===== src/rtl/mem_arbiter_pkg.sv =====
// Shared types for the two-master memory arbiter: FSM states, requester ids
// and the mapping from a winning requester to its grant state.
package mem_arbiter_pkg;

   typedef enum logic [1:0] {
      IDLE   = 2'd0,
      GNT_IF = 2'd1,
      GNT_DM = 2'd2
   } arb_state_t;

   typedef enum logic {
      SRC_IF = 1'b0,
      SRC_DM = 1'b1
   } arb_src_t;

   function automatic arb_state_t grant_state(input arb_src_t src);
      arb_state_t st;
      case (src)
         SRC_IF:  st = GNT_IF;
         SRC_DM:  st = GNT_DM;
         default: st = IDLE;
      endcase
      return st;
   endfunction

endpackage


===== src/rtl/mem_arbiter_arb_pick.sv =====
// Combinational winner selection between fetch and data requesters.
// Fixed dm-over-if priority, or round-robin when MEM_ARBITER_RR_EN is defined.
module arb_pick
   import mem_arbiter_pkg::*;
(
   input  logic     if_req,
   input  logic     dm_req,
`ifdef MEM_ARBITER_RR_EN
   input  arb_src_t last_src,
`endif
   output logic     any_req,
   output arb_src_t winner
);

   // winner selection; only a simultaneous request consults the history
   always_comb begin
      any_req = if_req | dm_req;
      winner  = SRC_IF;
      if (if_req && dm_req) begin
`ifdef MEM_ARBITER_RR_EN
         if (last_src == SRC_IF) begin
            winner = SRC_DM;
         end else begin
            winner = SRC_IF;
         end
`else
         winner = SRC_DM;
`endif
      end else if (dm_req) begin
         winner = SRC_DM;
      end else begin
         winner = SRC_IF;
      end
   end

endmodule


===== src/rtl/mem_arbiter.sv =====
// Two-master (fetch/data) arbiter onto a single registered memory bus.
// Define MEM_ARBITER_RR_EN for round-robin arbitration instead of dm priority.
module mem_arbiter
   import mem_arbiter_pkg::*;
#(
   parameter int ADDR_W = 32,
   parameter int DATA_W = 32
) (
   input  logic                clk,
   input  logic                rst_n,
   input  logic                if_req,
   input  logic [ADDR_W-1:0]   if_addr,
   output logic [DATA_W-1:0]   if_rdata,
   output logic                if_ack,
   input  logic                dm_req,
   input  logic                dm_we,
   input  logic [DATA_W/8-1:0] dm_be,
   input  logic [ADDR_W-1:0]   dm_addr,
   input  logic [DATA_W-1:0]   dm_wdata,
   output logic [DATA_W-1:0]   dm_rdata,
   output logic                dm_ack,
   output logic                bus_req,
   output logic                bus_we,
   output logic [DATA_W/8-1:0] bus_be,
   output logic [ADDR_W-1:0]   bus_addr,
   output logic [DATA_W-1:0]   bus_wdata,
   input  logic [DATA_W-1:0]   bus_rdata,
   input  logic                bus_ack,
   output logic                if_stall_o,
   output logic                mem_stall_o
);

   localparam int BE_W = DATA_W / 8;

   arb_state_t state_r;
   arb_state_t state_nxt_s;
   logic       any_req_s;
   arb_src_t   winner_s;
   logic       start_s;

`ifdef MEM_ARBITER_RR_EN
   arb_src_t   last_src_r;

   arb_pick u_pick (
      .if_req   (if_req),
      .dm_req   (dm_req),
      .last_src (last_src_r),
      .any_req  (any_req_s),
      .winner   (winner_s)
   );

   // remembers who won the most recent grant for the next tie-break
   always_ff @(posedge clk or negedge rst_n) begin
      if (!rst_n) begin
         last_src_r <= SRC_IF;
      end else if (start_s) begin
         last_src_r <= winner_s;
      end
   end
`else
   arb_pick u_pick (
      .if_req   (if_req),
      .dm_req   (dm_req),
      .any_req  (any_req_s),
      .winner   (winner_s)
   );
`endif

   assign start_s = (state_r == IDLE) && any_req_s;

   // FSM state register
   always_ff @(posedge clk or negedge rst_n) begin
      if (!rst_n) begin
         state_r <= IDLE;
      end else begin
         state_r <= state_nxt_s;
      end
   end

   // next-state logic; bus_ack only matters inside a grant state
   always_comb begin
      state_nxt_s = state_r;
      case (state_r)
         IDLE: begin
            if (any_req_s) begin
               state_nxt_s = grant_state(winner_s);
            end else begin
               state_nxt_s = IDLE;
            end
         end
         GNT_IF, GNT_DM: begin
            if (bus_ack) begin
               state_nxt_s = IDLE;
            end else begin
               state_nxt_s = state_r;
            end
         end
         default: state_nxt_s = IDLE;
      endcase
   end

   // bus registers: loaded once per grant and held until the bus acks
   always_ff @(posedge clk or negedge rst_n) begin
      if (!rst_n) begin
         bus_req   <= 1'b0;
         bus_we    <= 1'b0;
         bus_be    <= {BE_W{1'b0}};
         bus_addr  <= {ADDR_W{1'b0}};
         bus_wdata <= {DATA_W{1'b0}};
      end else if (start_s) begin
         bus_req <= 1'b1;
         if (winner_s == SRC_DM) begin
            bus_we    <= dm_we;
            bus_be    <= dm_be;
            bus_addr  <= dm_addr;
            bus_wdata <= dm_wdata;
         end else begin
            bus_we    <= 1'b0;
            bus_be    <= {BE_W{1'b1}};
            bus_addr  <= if_addr;
            bus_wdata <= {DATA_W{1'b0}};
         end
      end else if ((state_r != IDLE) && bus_ack) begin
         bus_req <= 1'b0;
      end
   end

   assign if_ack      = (state_r == GNT_IF) && bus_ack;
   assign dm_ack      = (state_r == GNT_DM) && bus_ack;
   assign if_rdata    = bus_rdata;
   assign dm_rdata    = bus_rdata;
   assign if_stall_o  = if_req & ~if_ack;
   assign mem_stall_o = dm_req & ~dm_ack;

endmodule


===== config.mk =====
export PLATFORM = sky130hd
export DESIGN_NAME = mem_arbiter
export DESIGN_NICKNAME = d
export VERILOG_FILES = /design/src/rtl/mem_arbiter_pkg.sv /design/src/rtl/mem_arbiter_arb_pick.sv /design/src/rtl/mem_arbiter.sv
export SDC_FILE = /design/constraint.sdc
export NUM_CORES = 1
export LEC_CHECK = 0
export BUFFER_PORTS_ARGS = -buffer_cell sky130_fd_sc_hd__buf_2
export CORE_AREA = 2 2 109 111
export CTS_BUF_LIST = sky130_fd_sc_hd__clkbuf_16
export CTS_CLUSTER_DIAMETER = 40
export DETAILED_ROUTE_END_ITERATION = 6
export DIE_AREA = 0 0 111 113
export GPL_ROUTABILITY_DRIVEN = 0
export GPL_TIMING_DRIVEN = 1
export PLACE_DENSITY = 0.74
export SETUP_SLACK_MARGIN = 0.1
export SLEW_MARGIN = 30
export SYNTH_ARGS = -nofsm -noshare
export SYNTH_HDL_FRONTEND = slang
export SYNTH_SLANG_ARGS = --single-unit

===== constraint.sdc =====
create_clock -name clk -period 4.3 [get_ports clk]
set_input_delay 0.215 -clock clk [delete_from_list [all_inputs] [get_ports clk]]
set_output_delay 0.215 -clock clk [all_outputs]
set_load 0.02 [all_outputs]

Word-level counts from Yosys, hierarchy flattened
Cells that the tools add are included.
{"block": "op_classes", "n_eq_ne": 3, "n_mux": 12, "n_bitwise": 6, "n_reduce_logical": 9}
{"operator": "2-to-1 mux 32 bit", "n": 2}
{"operator": "one-hot mux 2 bit (2 select lines)", "n": 2}
{"operator": "logical AND 1 bit", "n": 5}
{"operator": "2-to-1 mux 1 bit", "n": 5}
{"operator": "2-to-1 mux 2 bit", "n": 2}
{"operator": "2-to-1 mux 4 bit", "n": 1}
{"operator": "nonzero test 2 bit", "n": 2}
{"operator": "NOT 1 bit", "n": 3}
{"operator": "bitwise AND 1 bit", "n": 2}
{"operator": "== test 2 x 1 -> 1 bit (second input constant)", "n": 1}
{"operator": "== test 2 bit (second input constant)", "n": 1}
{"operator": "logical NOT 2 bit", "n": 1}
{"operator": "inequality test 2 bit (second input constant)", "n": 1}
{"operator": "OR reduction 2 bit", "n": 1}
{"operator": "bitwise OR 1 bit", "n": 1}
{"block": "word_totals", "reg_bits": 72, "out_inout_bits": 138, "word_cells": 36}

Longest topological paths before layout
{"block": "logic_depth", "ltp_word": 6, "ltp_mapped": 7, "mapped_depth_nobuf": 4}

By module
Synthesis repeated with hierarchy kept, for this count alone.
{"block": "unflattened", "hier_cells": 397, "hier_area_um2": 3925.0}
{"module": "mem_arbiter", "instances": 1, "cells_each": 395, "area_each_um2": 3915.0}
{"module": "arb_pick", "instances": 1, "cells_each": 2, "area_each_um2": 10.0}

Least setup slack after synthesis
Ideal clock, no wire load.
{"block": "synth_timing", "kind": "register to register", "from": "reg state_r[0]", "to": "reg bus_addr[14]", "setup_time_ns": 0.120, "arrival_time_ns": 1.331, "required_ns": 4.180, "path_slack_ns": 2.849, "path_stages_with_launch": 6, "path_buffers": 1, "period_less_slack_ns": 1.451, "cell_sequence": "dfrtp_1 > inv_1 > ha_1 > clkbuf_2 > or4bb_1 > o211a_1"}
{"block": "synth_between", "elab_chain_len": 2}
{"item": "start: declaration", "line": "mem_arbiter.sv:35", "text": "arb_state_t state_r;"}
{"item": "start signal: assignment", "line": "mem_arbiter.sv:76", "text": "state_r <= state_nxt_s;"}
{"item": "logical NOT 2 bit", "line": "mem_arbiter.sv:69", "text": "assign start_s = (state_r == IDLE) && any_req_s;"}
{"item": "logical AND 1 bit", "line": "mem_arbiter.sv:69"}
{"item": "end signal: assignment", "line": "mem_arbiter.sv:108", "text": "bus_addr <= {ADDR_W{1'b0}};"}
{"item": "end signal: assignment", "line": "mem_arbiter.sv:115", "text": "bus_addr <= dm_addr;"}
{"item": "end signal: assignment", "line": "mem_arbiter.sv:120", "text": "bus_addr <= if_addr;"}
{"item": "end: declaration", "line": "mem_arbiter.sv:25", "text": "output logic [ADDR_W-1:0] bus_addr,"}
Every way passes these cells.
A chain may end at the register's enable or synchronous reset.

Worst setup path after layout
{"block": "layout_timing", "from": "reg state_r[1]", "to": "reg bus_addr[14]"}
The elaborated chain is that of the path after synthesis.

==> implementation parameters <==
Parameter                              Value

Clock tree
  Count of buffers added by post-CTS timing repair for setup    0
  Skew-Pair Late Insertion Delay    330 ps
  Clock H-tree levels    3
  Buffers from clock root to sink, at most    2
  Clock root cell    sky130_fd_sc_hd__clkbuf_16
  Clock tree from TritonCTS    built
  TritonCTS Buffers    9
  Clock Sinks    72
  Clock transition time at the flip-flop clock pins of the worst setup and hold paths    60 ps
  Number of gates resized after CTS    0

Cells and area
  Final core utilization    between 40% and 50%
  Share of layout cells above drive strength 1    just under 50%
  Area overhead of the layout relative to synthesis    19.8%
  Net count, final    557
  Most common cell after layout, fill and taps aside    sky130_fd_sc_hd__buf_2
  Commonest cells after routing, fill and taps aside    sky130_fd_sc_hd__buf_2, sky130_fd_sc_hd__dfrtp_1, sky130_fd_sc_hd__a22o_1

Synth
  XOR/XNOR share of the synthesized area    0%
  Sequential area share after synthesis    ~47%
  Post-synthesis simple-gate area fraction    between 10% and 20%
  Post-Synth Adder-Cell Area    less than 1%
  Largest family of logic cells by synthesized area    compound AO/OA/AOI/OAI gates
  Number of synthesized register bits    72
  Mux share of post-synthesis cell area    less than 1%
  Yosys warnings    0
  Combined area of all synthesized cells    3830 sq um
  Complex-gate fraction of the synthesized area    17.7%
  Mean instance size in the synthesized netlist    12.2 sq um
  Cell count after synthesis    315
  Count of unique library cells instantiated by Yosys    24
  Synthesized net count    456

Global route
  Pin count of the biggest net entering global routing    73
  Initial antenna violation count    1
  First-pass GRT wire length    16300 microns
  Congestion Overflow GR    0
  GRT Overall Usage    16.7%
  Number of global-route vias before repair    2909

Pwr
  Proportion of total power due to net switching    41.1%
  Power share of the clock group    roughly a fifth
  Int Pwr    2.05 mW
  Combinational power share    ~45%
  Power per cell area    757 nW/um^2
  Switching power total    1.43 mW
  Static leakage    2.27 nW
  Sequential power share    34.6%
  Max IR drop VDD    428 uV

Die
  Core box area    11300 sq um
  Die outline area    about 13000 sq um
  Starting density of the core    34.0%
  Site Rows    39
  Die boundary width    111 microns
  DIE HEIGHT    between 100 and 150 microns
  Boundary pin count    approximately 280

Placement
  Count of input and output buffers    179
  Total half-perimeter wirelength after legalization and detailed placement    7950 microns

Route
  Post-detailed-route via-to-cell ratio    between 5 and 6
  Total routed wire length on the met1 layer    3970 microns
  Wirelength per Cell    18.9 microns
  Met2 wire len    5420 microns
  Number of optimization iterations in the first detailed-route pass    4
  # DRC    0
  Via count    2890
  Count of routing violations after the opening detailed-route iteration    ~140
  Metal3 WL    1160 microns
  Residual antenna-violating net count after detailed routing    0
  Wire length reported by the detailed router    10700 microns
  Top Metal Used    met4

Timing
  TNS Setup    0 ps
  Final Slew Violations    0
  Clock skew    5.86 ps
  # setup viols final    0
  Unrepaired setup endpoints after global routing    false
  Achievable clock frequency    462 MHz
  Slew Limit Headroom    45.6%
  Post-route fraction of the period consumed by the critical path    around 50%
  Shortest clock period the worst path allows after layout    2170 ps
  Worst-margin pin slew    813 ps
  Final hold vios    0

Worst setup path
  Top fanout value on the critical path    43
  Slowest stage delay, CP    520 ps
  Type of the setup path with the least slack    reg -> reg
  Crit-path slowest cell    sky130_fd_sc_hd__ha_2
  Crit path capture type    flip-flop
  Startpoint Class    flip-flop
  Crit-path cells    inv_1, ha_2, buf_4, or4bb_1, o211a_1
  CP Data Required Time    4520 ps
  Critical Path AT    2390 ps

Run
  Max cap viols    0

Outcome
  Result of the run    finished, final reports clean

Hold path
  Hold Path Class    in -> reg
[per-layer routing]
| layer | vias to the layer above | track usage (%) |
|---|---|---|
| met3 | 13 | 7.02 |
| met1 | 1389 | 18.4 |
| met4 | 0 | 5.92 |
| met2 | 184 | 29.1 |
| li1 | 1304 | - |
| met5 | - | 0 |
[path summary, 6_finish.rpt]
path | startpoint | to | slack [ps] | depth (start not counted)
max in group asynchronous | rst_n | bus_addr[25] | 3380 | 2
setup reg to reg | state_r[1] | bus_addr[14] | 2130 | 5
hold reg to reg | bus_be[0] | bus_be[0] | 490 | 1
min in group asynchronous | rst_n | bus_wdata[24] | 480 | 2
setup / recovery | state_r[1] | bus_addr[14] | 2130 | 5
hold / removal | bus_ack | bus_req | 100 | 2
[registers in the layout (all words and copies together), names as in the netlist]
name	cells
bus_addr	32
bus_be	4
bus_req	1
bus_wdata	32
bus_we	1
state_r	2
[cells by family (layout without fill, tap and decap cells)]
logic type | count (synthesis) | after routing
compound gates | 73 | 73
fa+ha+maj | 3 | 3
buf+inv | 96 | 202
flops | 72 | 72
mux | 2 | 2
other cells | 0 | 1
simple gates | 69 | 69
[worst max-delay path: cells and delay by family (launching register included)]
| family | cells | cell delay (ps) |
|---|---|---|
| AOI/OAI and AO/OA | 1 | 130 |
| DFF | 1 | 380 |
| buffers and inverters | 2 | 570 |
| and+or+nand+nor | 1 | 440 |
| adders and majority gates | 1 | 520 |
[power by group through the flow]
stage / logic [mW] / registers, mW / clock network (mW)
6_report: 1.55 / 1.20 / 0.723
5_1_grt: 1.66 / 1.25 / 0.778
4_1_cts: 1.56 / 1.20 / 0.746
3_5_place_dp: 1.58 / 1.20 / 0
3_3_place_gp: 1.53 / 1.20 / 0
2_1_floorplan: 0.758 / 1.59 / 0
[final cells by class]
class	count	area [sq um]
Clock buffer	9	225
Timing Repair Buffer	183	935
Multi-Input combinational cell	147	1370
Fill cell	1084	6680
Antenna cell	1	2.50
Clock inverter	7	62.6
Sequential cell	72	1800
Inverter	3	11.3
Tap cell	143	179
[what timing repair did]
item | 4_1_cts | 5_1_grt
hold endpoints to repair | 0 | 72
hold buffers | 0 | 1
setup endpoints to repair | 0 | 0
[per-stage QoR]
stage	power (mW)	hold WS [ps]	cell area (sq um)	worst slack [ps]	cells
3_3_place_gp	2.73	390	4280	2050	547
6_report	3.48	102	4590	2130	565
3_5_place_dp	2.77	401	4290	2120	547
2_1_floorplan	2.35	-80.6	3830	2850	315
5_1_grt	3.69	101	4590	1960	564
4_1_cts	3.52	42.8	4570	2120	563
[cell usage after synthesis (all sizes together)]
| cell type | number | area share [%] |
|---|---|---|
| or4bb | 2 | 0.59 |
| nor2b | 2 | 0.33 |
| buf | 85 | 16 |
| and2 | 3 | 0.49 |
| o211a | 29 | 7.6 |
| ha | 3 | 0.98 |
| o31ai | 1 | 0.20 |
| o21ai | 2 | 0.36 |
| o22a | 4 | 0.91 |
| nand3b | 30 | 5.9 |
| mux2i | 2 | 0.52 |
| nand2 | 1 | 0.098 |
| nand2b | 1 | 0.16 |
| nand4bb | 30 | 8.8 |
| o21a | 1 | 0.20 |
| o221a | 3 | 0.88 |
| a22o | 33 | 7.5 |
| inv | 3 | 0.29 |
| clkbuf | 8 | 0.82 |
| dfrtp | 72 | 47 |
(Power assumes the default switching activity.)
